## config.mk

```make
export PLATFORM = sky130hd
export DESIGN_NAME = uart_tx_stream
export DESIGN_NICKNAME = d
export VERILOG_FILES = /design/src/rtl/uart_tx_stream.sv
export SDC_FILE = /design/constraint.sdc
export NUM_CORES = 1
export LEC_CHECK = 0
export CELL_PAD_IN_SITES_DETAIL_PLACEMENT = 1
export CELL_PAD_IN_SITES_GLOBAL_PLACEMENT = 1
export CORE_MARGIN = 5
export CORE_UTILIZATION = 40
export CTS_CLUSTER_SIZE = 12
export DETAILED_ROUTE_END_ITERATION = 10
export PLACE_DENSITY_LB_ADDON = 0.08
export RECOVER_POWER = 25
export SYNTH_ARGS = -nofsm -noshare
export SYNTH_HDL_FRONTEND = slang
export SYNTH_SLANG_ARGS = --single-unit
```

## constraint.sdc

```tcl
create_clock -name clk -period 4.3 [get_ports clk]
set_clock_uncertainty 0.05 [all_clocks]
set_input_delay 0.645 -clock clk [delete_from_list [all_inputs] [get_ports clk]]
set_output_delay 0.645 -clock clk [all_outputs]
set_load 0.005 [all_outputs]
```

## src/rtl/uart_tx_stream.sv

```systemverilog
// UART transmitter: valid/ready word stream in, framed serial line out.
// Configurable baud, data width, parity and stop bits, with optional CTS gating.
module uart_tx_stream #(
    parameter int unsigned CLK_HZ    = 30000000,
    parameter int unsigned BAUD      = 115200,
    parameter int unsigned DATA_BITS = 8,
    parameter int unsigned PARITY    = 0,
    parameter int unsigned STOP_BITS = 1,
    parameter int unsigned USE_CTS   = 1
) (
    input  logic                 clk,
    input  logic                 reset,
    input  logic [DATA_BITS-1:0] tx_data,
    input  logic                 tx_valid,
    output logic                 tx_ready,
    input  logic                 uart_cts,
    output logic                 uart_tx,
    output logic                 busy
);

    localparam int unsigned DIV   = (CLK_HZ + BAUD / 2) / BAUD;
    localparam int unsigned DIV_W = (DIV < 2) ? 1 : $clog2(DIV);
    localparam int unsigned BIT_W = 4;

    localparam logic [2:0] ST_IDLE   = 3'd0;
    localparam logic [2:0] ST_START  = 3'd1;
    localparam logic [2:0] ST_DATA   = 3'd2;
    localparam logic [2:0] ST_PARITY = 3'd3;
    localparam logic [2:0] ST_STOP   = 3'd4;

    if (DIV < 2) begin : g_bad_div
        $error("uart_tx_stream: DIV must be at least 2");
    end
    if (DATA_BITS < 5 || DATA_BITS > 9) begin : g_bad_width
        $error("uart_tx_stream: DATA_BITS must be 5..9");
    end
    if (PARITY > 2) begin : g_bad_parity
        $error("uart_tx_stream: PARITY must be 0, 1 or 2");
    end
    if (STOP_BITS < 1 || STOP_BITS > 2) begin : g_bad_stop
        $error("uart_tx_stream: STOP_BITS must be 1 or 2");
    end

    logic [2:0]           state, state_d;
    logic [DIV_W-1:0]     div_cnt, div_d;
    logic [BIT_W-1:0]     bit_cnt, bit_d;
    logic [DATA_BITS-1:0] shreg, shreg_d;
    logic                 par_bit, par_d;
    logic                 line_d;
    logic                 cts_meta, cts_sync;
    logic                 cts_ok;
    logic                 accept;
    logic                 term;

    // Two-flop synchroniser; resets to "not clear" so nothing starts before CTS is seen.
    always_ff @(posedge clk or posedge reset) begin
        if (reset) begin
            cts_meta <= 1'b1;
            cts_sync <= 1'b1;
        end else begin
            cts_meta <= uart_cts;
            cts_sync <= cts_meta;
        end
    end

    assign cts_ok   = (cts_sync == 1'b0) || (USE_CTS == 0);
    assign tx_ready = (state == ST_IDLE) && cts_ok;
    assign busy     = (state != ST_IDLE);
    assign accept   = tx_valid && tx_ready;
    assign term     = (div_cnt == DIV_W'(DIV - 1));

    always_ff @(posedge clk or posedge reset) begin
        if (reset) begin
            state   <= ST_IDLE;
            div_cnt <= '0;
            bit_cnt <= '0;
            shreg   <= '0;
            par_bit <= 1'b0;
            uart_tx <= 1'b1;
        end else begin
            state   <= state_d;
            div_cnt <= div_d;
            bit_cnt <= bit_d;
            shreg   <= shreg_d;
            par_bit <= par_d;
            uart_tx <= line_d;
        end
    end

    // Frame sequencing; the line level is derived from the next state so it registers with it.
    always_comb begin
        state_d = state;
        div_d   = div_cnt;
        bit_d   = bit_cnt;
        shreg_d = shreg;
        par_d   = par_bit;
        line_d  = 1'b1;

        case (state)
            ST_IDLE: begin
                if (accept) begin
                    shreg_d = tx_data;
                    par_d   = (PARITY == 1) ? ~(^tx_data) : (^tx_data);
                    div_d   = '0;
                    bit_d   = '0;
                    state_d = ST_START;
                end
            end
            ST_START: begin
                if (term) begin
                    div_d   = '0;
                    state_d = ST_DATA;
                end else begin
                    div_d = div_cnt + DIV_W'(1);
                end
            end
            ST_DATA: begin
                if (term) begin
                    div_d   = '0;
                    shreg_d = shreg >> 1;
                    if (bit_cnt == BIT_W'(DATA_BITS - 1)) begin
                        bit_d   = '0;
                        state_d = (PARITY != 0) ? ST_PARITY : ST_STOP;
                    end else begin
                        bit_d = bit_cnt + BIT_W'(1);
                    end
                end else begin
                    div_d = div_cnt + DIV_W'(1);
                end
            end
            ST_PARITY: begin
                if (term) begin
                    div_d   = '0;
                    bit_d   = '0;
                    state_d = ST_STOP;
                end else begin
                    div_d = div_cnt + DIV_W'(1);
                end
            end
            ST_STOP: begin
                if (term) begin
                    div_d = '0;
                    if (bit_cnt == BIT_W'(STOP_BITS - 1)) begin
                        bit_d   = '0;
                        state_d = ST_IDLE;
                    end else begin
                        bit_d = bit_cnt + BIT_W'(1);
                    end
                end else begin
                    div_d = div_cnt + DIV_W'(1);
                end
            end
            default: begin
                state_d = ST_IDLE;
                div_d   = '0;
                bit_d   = '0;
            end
        endcase

        case (state_d)
            ST_START:  line_d = 1'b0;
            ST_DATA:   line_d = shreg_d[0];
            ST_PARITY: line_d = par_d;
            default:   line_d = 1'b1;
        endcase
    end

endmodule

```

==> results of run 1 <==
## through the flow
step | total power, µW | hold slack [ps] | util
2_1_floorplan | 461 | 295 | -
4_1_cts | 723 | 312 | 0.476
3_5_place_dp | 512 | 297 | 0.456
6_report | 707 | 310 | 0.471
5_1_grt | 761 | 315 | 0.471
3_3_place_gp | 502 | 296 | 0.456
## worst paths after layout
check | from | to | slack, ps | cells past startpoint
max | state[0] | tx_ready | 1640 | 3
min | cts_meta | cts_sync | 310 | 0
max reg2reg | state[0] | uart_tx | 1650 | 5
min reg2reg | cts_meta | cts_sync | 310 | 0
max in group asynchronous | reset | bit_cnt[3] | 2560 | 2
min in group asynchronous | reset | shreg[5] | 1010 | 2
## layout make-up
class                   count  share of cell area
inverters                   5              0.0108
flip-flops and latches     28               0.405
multi-input cells         117               0.428
clock buffers               3              0.0238
well taps                  48              0.0346
clock inverters             1              0.0173
repair buffers             14              0.0806
## flip-flops by register name, indices dropped and copies added, names as in the netlist
name      flops
bit_cnt       4
uart_tx       1
shreg         8
div_cnt       9
state         3
cts_sync      1
par_bit       1
cts_meta      1
## logic make-up after synthesis
family	Yosys count	share of synthesized area
and+or+nand+nor	64	0.221
AOI/OAI and AO/OA	35	0.165
DFF	28	0.462
xor gates and xnor gates	14	0.0805
buffers and inverters	10	0.0394
adders and majority gates	3	0.0246
muxes	1	0.00739
## cells in the final DEF, fill, tap and decap left out, types with 2 or more instances in the layout
cell             count
nand2_1             23
o2111ai_1            3
nand2b_1             3
ha_1                 3
dlygate4sd3_1        3
a21oi_1              2
a2bb2oi_1            2
clkbuf_8             3
nor2_1              21
clkdlybuf4s50_1     11
xnor2_1             10
dfrtp_1             25
a22oi_1              6
a221o_1              2
inv_1                5
nand3b_1             2
dfstp_2              3
nand3_1              2
o21ai_0              9
xor2_1               4
## power breakdown
| group | total, µW | internal (µW) | switching (µW) |
|---|---|---|---|
| Combinational | 143 | 72.3 | 71.0 |
| Clock | 206 | 125 | 81.1 |
| Sequential | 358 | 313 | 44.9 |
| Total | 707 | 510 | 197 |
## per-layer routing
| metal | track usage | up-vias | part of all wire |
|---|---|---|---|
| met5 | 0 | - | 0 |
| met4 | 0.0459 | 0 | 0.010 |
| met3 | 0.0224 | 5 | 0.029 |
| met2 | 0.256 | 13 | 0.54 |
| met1 | 0.182 | 576 | 0.42 |
| li1 | - | 564 | - |
==> key figures, run 1 <==
Run
  – Max Cap Violations: 0

Logic synthesis
  – Most common cell in the netlist: dfrtp_1
  – Synth Register Bits: 28
  – Syn nets: 170
  – Synth top area share: 0.411
  – Post-synth top area cell: dfrtp_1
  – Mean Syn Cell Area: roughly 10 µm²
  – YS warnings: 0
  – Sequential area share after synthesis: 0.462
  – Netlist cell types: 46
  – Cell area after synthesis: about 0.0015 mm²
  – Number of enable flip-flop cells after synthesis: 0
  – Async set-or-reset flop fraction in the synthesized netlist: 1.00
  – Commonest cells post-synth: dfrtp_1 (25), nand2_1 (23), nor2_1 (20)
  – Cell count after synthesis: 155
  – Synth area leaders: dfrtp_1 (41%), xnor2_1 (5.7%), nand2_1 (5.7%), dfstp_2 (5.2%), nor2_1 (4.9%)
  – Main synth FF type: dfrtp_1

Routing
  – Residual DRC: 0
  – Initial drt markers: 36
  – Final wirelength: ~3300 µm
  – Avg Vias per Cell: about 5.4
  – Total number of vias: roughly 1200
  – WL per Instance: between 15 and 20 µm
  – TritonRoute pass-1 iters: 6
  – Antenna Violating Nets Remaining: 0

Final layout
  – Register area: roughly 700 µm²
  – Non-Filler Instances: roughly 220
  – Area delta synth->final: 14.0%
  – Number of inserted diodes: 0
  – Multi-input logic area: approximately 740 µm²
  – Final nets: ~180
  – Share of cells above drive strength 1: 0.0714
  – Design area: between 0.0015 and 0.002 mm²
  – Filler Cell Count: about 430

Clock tree
  – Root Buffer: clkbuf_8
  – CTS sink cnt: 28
  – CTS tree: yes
  – Clk Latency, worst-skew pair: roughly 270 ps
  – Clk buf depth: 2
  – # hold bufs at CTS: 0
  – Post-cts sizing count: 0
  – H-tree level count: 1
  – CTS Buf Count: 3
  – Post-CTS Setup Bufs: 0
  – Clock Pin Slew Worst Setup and Hold Paths: 90 ps

Setup path
  – Setup crit start kind: flip-flop
  – Critical-path cell list: or3_1 -> nor2_1 -> clkdlybuf4s50_1
  – Critical Path AT: 1960 ps
  – Critical path's top delay family: simple AND/OR/NAND/NOR gates
  – Worst path required time: roughly 3600 ps
  – Critical path fanouts, max: 11
  – CP max-delay cell: or3_1
  – Delay of the slowest cell on the worst path: 560 ps
  – Crit. End Element: output pin
  – Worst Setup Path Type: flip-flop to output pin
  – Bufs and invs on worst path: 1

GRT
  – First-pass GRT wire length: around 6000 µm
  – Initial antenna violation count: 0
  – Number of global-route vias before repair: ~1300
  – Pin count of the biggest net entering global routing: 29
  – GRT Total Usage: 0.145
  – GRT Residual Overflow: 0

Placement
  – Number of I/O port buffers: 14
  – Placed Instance Area: around 0.0017 mm²
  – Final HPWL DP: 2530 µm
  – Placed instance count: about 210
  – Final GP Congestion: approximately 0.76
  – Pre-CTS setup slack: approximately 1600 ps

STA
  – Slew Viols, Final: 0
  – Endpoints failing setup: 0
  – RSZ-0062 raised after global routing: false
  – Setup slack after layout: between 1500 and 2000 ps
  – Fmax achieved: roughly 380 MHz
  – Period utilization: 0.618
  – Setup Total Neg Slack: 0 ps
  – Slew headroom: 0.301
  – Final Hold Fails: 0
  – Worst-Margin Slew: 1050 ps
  – Final min period: between 2000 and 3000 ps

Power and ir drop
  – P per Cell Area: roughly 400 mW/mm²
  – Peak VDD IR: approximately 0.25 mV
  – LEAKAGE: around 0.00074 µW

Worst hold path
  – Worst Hold Class: flip-flop to flip-flop

Floorplanning
  – Core ar.: around 0.0037 mm²
  – Die Width: 71.7 µm
  – Die area: between 0.005 and 0.006 mm²
  – Initial Util: 0.413
  – Row count: 22
  – Height of the die: about 72 µm
  – I/O pin cnt: 15

Outcome
  – Status: complete, no violations
(Power assumes the default switching activity.)
==> run 2, diff against run 1 <==
==> constraint.sdc (replaced) <==
create_clock -name clk -period 2.51 [get_ports clk]
set_clock_uncertainty 0.05 [all_clocks]
set_input_delay 0.3765 -clock clk [delete_from_list [all_inputs] [get_ports clk]]
set_output_delay 0.3765 -clock clk [all_outputs]
set_load 0.005 [all_outputs]
==> key figures, run 2 (synthesis gave the netlist of run 1 again) <==
Floorplanning
  – Row count: 22
  – Die Width: between 70 and 80 µm
  – Die area: just over 0.005 mm²
  – Height of the die: 71.7 µm
  – I/O pin cnt: 15
  – Core ar.: 0.00369 mm²
  – Initial Util: 0.413

STA
  – Worst-Margin Slew: around 1600 ps
  – RSZ-0062 raised after global routing: false
  – Final Hold Fails: 0
  – Period utilization: 0.959
  – Slew headroom: -0.0452
  – Fmax achieved: between 400 and 500 MHz
  – Setup Total Neg Slack: 0 ps
  – Final min period: 2410 ps
  – Slew Viols, Final: 29
  – Endpoints failing setup: 0

Power and ir drop
  – Combinational power share: 0.225
  – LEAKAGE: around 0.00077 µW
  – Power Total: roughly 1100 µW
  – Sequential share of power: 0.530
  – Clock share of power: 0.246
  – Net Sw Power: between 300 and 400 µW
  – Int Pwr: approximately 810 µW
  – Peak VDD IR: about 0.32 mV
  – Sw frac: 0.299
  – P per Cell Area: between 600 and 700 mW/mm²

Final layout
  – Register with the most flip-flops: div_cnt
  – Share of cells above drive strength 1: 0.109
  – Most frequent cells in the layout: dfrtp_1 (25), nand2_1 (23), nor2_1 (20)
  – Multi-input logic area: between 700 and 800 µm²
  – Area delta synth->final: 16.7%
  – Largest register FFs: 9
  – Filler Cell Count: approximately 430
  – Final nets: 190
  – Top Registers: div_cnt x9, shreg x8, bit_cnt x4
  – Most common cell after layout, fill and taps aside: dfrtp_1
  – Number of inserted diodes: 0
  – Register area: 704 µm²

Setup path
  – Critical-path cell list: or3_1 -> nor2_1 -> clkdlybuf4s50_1
  – Setup crit start kind: flip-flop
  – Delay of the slowest cell on the worst path: about 570 ps
  – Reg2reg end: uart_tx
  – CP max-delay cell: or3_1
  – FF-to-FF Start: state[1]
  – Worst path required time: 2080 ps
  – Crit. End Element: output pin
  – Worst Setup EP: tx_ready
  – R2R depth: 5
  – Worst setup path startpoint: state[1]
  – Critical Path AT: between 1500 and 2000 ps
  – Critical path fanouts, max: 10
  – Worst R2R Setup Slack: around 450 ps
  – Worst Setup Path Type: flip-flop to output pin

Worst hold path
  – Worst Hold Class: flip-flop to flip-flop
  – Hold path cells: 0

Placement
  – Final HPWL DP: around 2500 µm
  – Number of I/O port buffers: 14
  – Final GP Congestion: around 0.83

Routing
  – WL per Instance: approximately 15 µm
  – Residual DRC: 0
  – Total number of vias: 1196
  – Initial drt markers: 26
  – Avg Vias per Cell: 5.39
  – TritonRoute pass-1 iters: 4
  – Antenna Violating Nets Remaining: 0
  – Final wirelength: around 3300 µm

Clock tree
  – # hold bufs at CTS: 0
  – H-tree level count: 1
  – Clk buf depth: 2
  – CTS sink cnt: 28
  – CTS tree: yes
  – Clock Pin Slew Worst Setup and Hold Paths: approximately 100 ps
  – Clk Latency, worst-skew pair: approximately 280 ps
  – Post-CTS Setup Bufs: 0
  – CTS Buf Count: 3
  – Root Buffer: clkbuf_8
  – Post-cts sizing count: 0

GRT
  – Initial antenna violation count: 0
  – Number of global-route vias before repair: between 1000 and 1500
  – Pin count of the biggest net entering global routing: 29
  – GRT Residual Overflow: 0
  – First-pass GRT wire length: ~5700 µm
  – GRT Total Usage: 0.138

Run
  – Max Cap Violations: 1

Outcome
  – Failing checks: max-capacitance violations, max-slew violations
  – Status: finished with violations
## run 2: critical path, delay by kind of cell (launching register included)
family                 cells  cell delay, ps
buffers and inverters      1             510
flip-flops                 1             460
AND/OR/NAND/NOR            2             730
## run 2: per-stage QoR
stage	setup WS, ps	std cells	utilization	hold slack [ps]	instance area [µm²]
floorplan	632	155	-	295	1520
global placement	434	218	0.468	306	1730
detailed placement	397	218	0.468	307	1730
CTS	83.1	222	0.483	317	1780
global route	1.96	222	0.482	322	1780
finish	103	222	0.482	318	1780
## run 2: how the worst min path moves through the flow
| stage | start | to | slack [ps] |
|---|---|---|---|
| 5_1_grt | cts_meta | cts_sync | 320 |
| 2_1_floorplan | cts_meta | cts_sync | 300 |
| 4_1_cts | cts_meta | cts_sync | 320 |
| 3_3_place_gp | cts_meta | cts_sync | 310 |
| 3_5_place_dp | cts_meta | cts_sync | 310 |
| 6_report | cts_meta | cts_sync | 320 |
## run 2: area by class of cell
type,instances,area share
sequential,28,0.396
clock buffer,4,0.0309
timing repair buffer,20,0.102
tap,48,0.0338
multi-input combinational,117,0.427
inverter,5,0.0105
## run 2: power by group through the flow
stage | Clock [µW] | Combinational, µW | Sequential (µW)
floorplan | 0 | 192 | 597
global placement | 0 | 249 | 613
detailed placement | 0 | 262 | 617
CTS | 295 | 264 | 609
global route | 312 | 293 | 620
finish | 282 | 258 | 608
## run 2: routing by layer
layer | vias to the layer above | GRT usage | wire (µm)
li1 | 582 | - | -
met1 | 592 | 0.165 | 1450
met2 | 18 | 0.241 | 1670
met3 | 4 | 0.0365 | 156
met4 | 0 | 0.0397 | 37
met5 | - | 0 | 0
==> run 3, diff against run 2 <==
==> constraint.sdc (replaced) <==
create_clock -name clk -period 2.51 [get_ports clk]
set_clock_uncertainty 0.05 [all_clocks]
set_input_delay 0.3765 -clock clk [delete_from_list [all_inputs] [get_ports clk]]
set_output_delay 0.3765 -clock clk [all_outputs]
set_load 0.02 [all_outputs]
==> key figures, run 3 (synthesis gave the netlist of run 1 again) <==
Floorplanning
  – Die area: approximately 0.005 mm²
  – Die Width: ~70 µm
  – Initial Util: 0.413
  – Height of the die: slightly above 70 µm
  – Core ar.: around 0.0037 mm²
  – I/O pin cnt: 15
  – Row count: 22

Setup path
  – Worst Setup Path Type: flip-flop to output pin
  – Critical path's top delay family: buffers and inverters
  – FF-to-FF Start: state[0]
  – Critical-path cell list: or3_1 -> buf_4 -> clkdlybuf4s50_1
  – Critical Path AT: just under 2000 ps
  – Reg2reg end: uart_tx
  – Bufs and invs on worst path: 2
  – Crit. End Element: output pin
  – R2R depth: 6
  – Critical path fanouts, max: 11
  – CP max-delay cell: clkdlybuf4s50_1
  – Delay of the slowest cell on the worst path: approximately 540 ps
  – Setup crit start kind: flip-flop
  – Worst path required time: 2080 ps
  – Worst R2R Setup Slack: roughly 390 ps

Power and ir drop
  – Sw frac: 0.290
  – Net Sw Power: between 300 and 400 µW
  – Combinational power share: 0.212
  – Int Pwr: 878 µW
  – Clock share of power: 0.293
  – P per Cell Area: 695 mW/mm²
  – Power Total: 1240 µW
  – LEAKAGE: roughly 0.00077 µW
  – Peak VDD IR: approximately 0.4 mV
  – Sequential share of power: 0.495

Routing
  – Residual DRC: 0
  – TritonRoute pass-1 iters: 4
  – Highest routing layer actually used: met4
  – Antenna Violating Nets Remaining: 0
  – Initial drt markers: 17
  – Total number of vias: about 1200
  – WL met2: around 1800 µm
  – Met3 routed WL: 97 µm
  – WL per Instance: roughly 16 µm
  – Final wirelength: roughly 3500 µm
  – Avg Vias per Cell: 5.43
  – Wire length on met1: 1460 µm

Worst hold path
  – Worst Hold End: cts_sync
  – Worst Hold Class: flip-flop to flip-flop
  – Hold path cells: 0
  – Hold_sp: cts_meta

Clock tree
  – Clk buf depth: 2
  – Clk Latency, worst-skew pair: roughly 280 ps
  – CTS Buf Count: 3
  – # hold bufs at CTS: 0
  – Clock Pin Slew Worst Setup and Hold Paths: 90 ps
  – Post-cts sizing count: 0
  – Post-CTS Setup Bufs: 0
  – CTS sink cnt: 28
  – H-tree level count: 1
  – Root Buffer: clkbuf_8
  – CTS tree: yes

STA
  – Period utilization: 0.960
  – Worst-Margin Slew: roughly 1500 ps
  – Setup Total Neg Slack: 0 ps
  – Setup slack after layout: approximately 100 ps
  – Final Hold Fails: 0
  – Fmax achieved: between 400 and 500 MHz
  – RSZ-0062 raised after global routing: false
  – Slew headroom: 0.0250
  – Endpoints failing setup: 0
  – Slew Viols, Final: 0
  – Final min period: around 2400 ps

Final layout
  – Layout Utilization: 0.483
  – Most common cell after layout, fill and taps aside: dfrtp_1
  – Share of cells above drive strength 1: 0.0988
  – Design area: roughly 0.0018 mm²
  – Number of inserted diodes: 0
  – Most frequent cells in the layout: dfrtp_1 (25), nand2_1 (23), nor2_1 (20)
  – Largest register FFs: 9
  – Top Registers: div_cnt x9, shreg x8, bit_cnt x4
  – Final nets: approximately 190
  – Register with the most flip-flops: div_cnt
  – Area delta synth->final: 16.8%

Run
  – Max Cap Violations: 0

Placement
  – Final GP Congestion: 0.819
  – Final HPWL DP: roughly 2600 µm
  – Placed Instance Area: ~0.0017 mm²
  – Number of I/O port buffers: 14
  – Pre-CTS setup slack: 397 ps

GRT
  – GRT Total Usage: 0.149
  – Number of global-route vias before repair: approximately 1300
  – GRT Residual Overflow: 0
  – Pin count of the biggest net entering global routing: 29
  – Initial antenna violation count: 0
  – First-pass GRT wire length: about 6100 µm

Outcome
  – Status: complete, no violations
[run 3: metal layers]
layer,up-vias,GRT usage
met4,0,0.0689
met3,5,0.0224
met2,13,0.266
met5,-,0
li1,573,-
met1,603,0.175
[run 3: area by class of cell]
type	count	area [µm²]
flip-flops and latches	28	704
fillers	435	1910
clock buffers	3	41.3
well taps	48	60.1
clock inverters	1	30.0
inverters	5	18.8
repair buffers	18	166
multi-input cells	117	759
[run 3: how the worst max path moves through the flow]
stage / cells after the start / start / slack (ps) / endpoint
2_1_floorplan: 6 / div_cnt[0] / 630 / bit_cnt[3]
3_3_place_gp: 6 / tx_valid / 460 / uart_tx
3_5_place_dp: 6 / tx_valid / 400 / div_cnt[8]
4_1_cts: 3 / state[0] / 80 / busy
5_1_grt: 3 / state[0] / 5 / tx_ready
6_report: 3 / state[0] / 100 / busy
[run 3: per-stage QoR]
step / std cells / hold WS (ps)
after floorplan: 155 / 295
after global placement: 216 / 296
after detailed placement: 216 / 300
after CTS: 220 / 315
after global routing: 220 / 318
final: 220 / 313
[run 3: power groups by stage]
stage / logic [µW] / clock network (µW) / registers (µW)
6_report: 262 / 362 / 613
5_1_grt: 294 / 402 / 626
4_1_cts: 268 / 377 / 613
3_5_place_dp: 267 / 0 / 621
3_3_place_gp: 251 / 0 / 617
2_1_floorplan: 196 / 0 / 599
[run 3: worst register-to-register path, stage by stage (launching register included)]
cell and delay [ps]:
dfrtp_1 510, or3_1 450, buf_4 200, nor2_8 190
nor3b_1 80, a221o_1 290, o31a_1 280
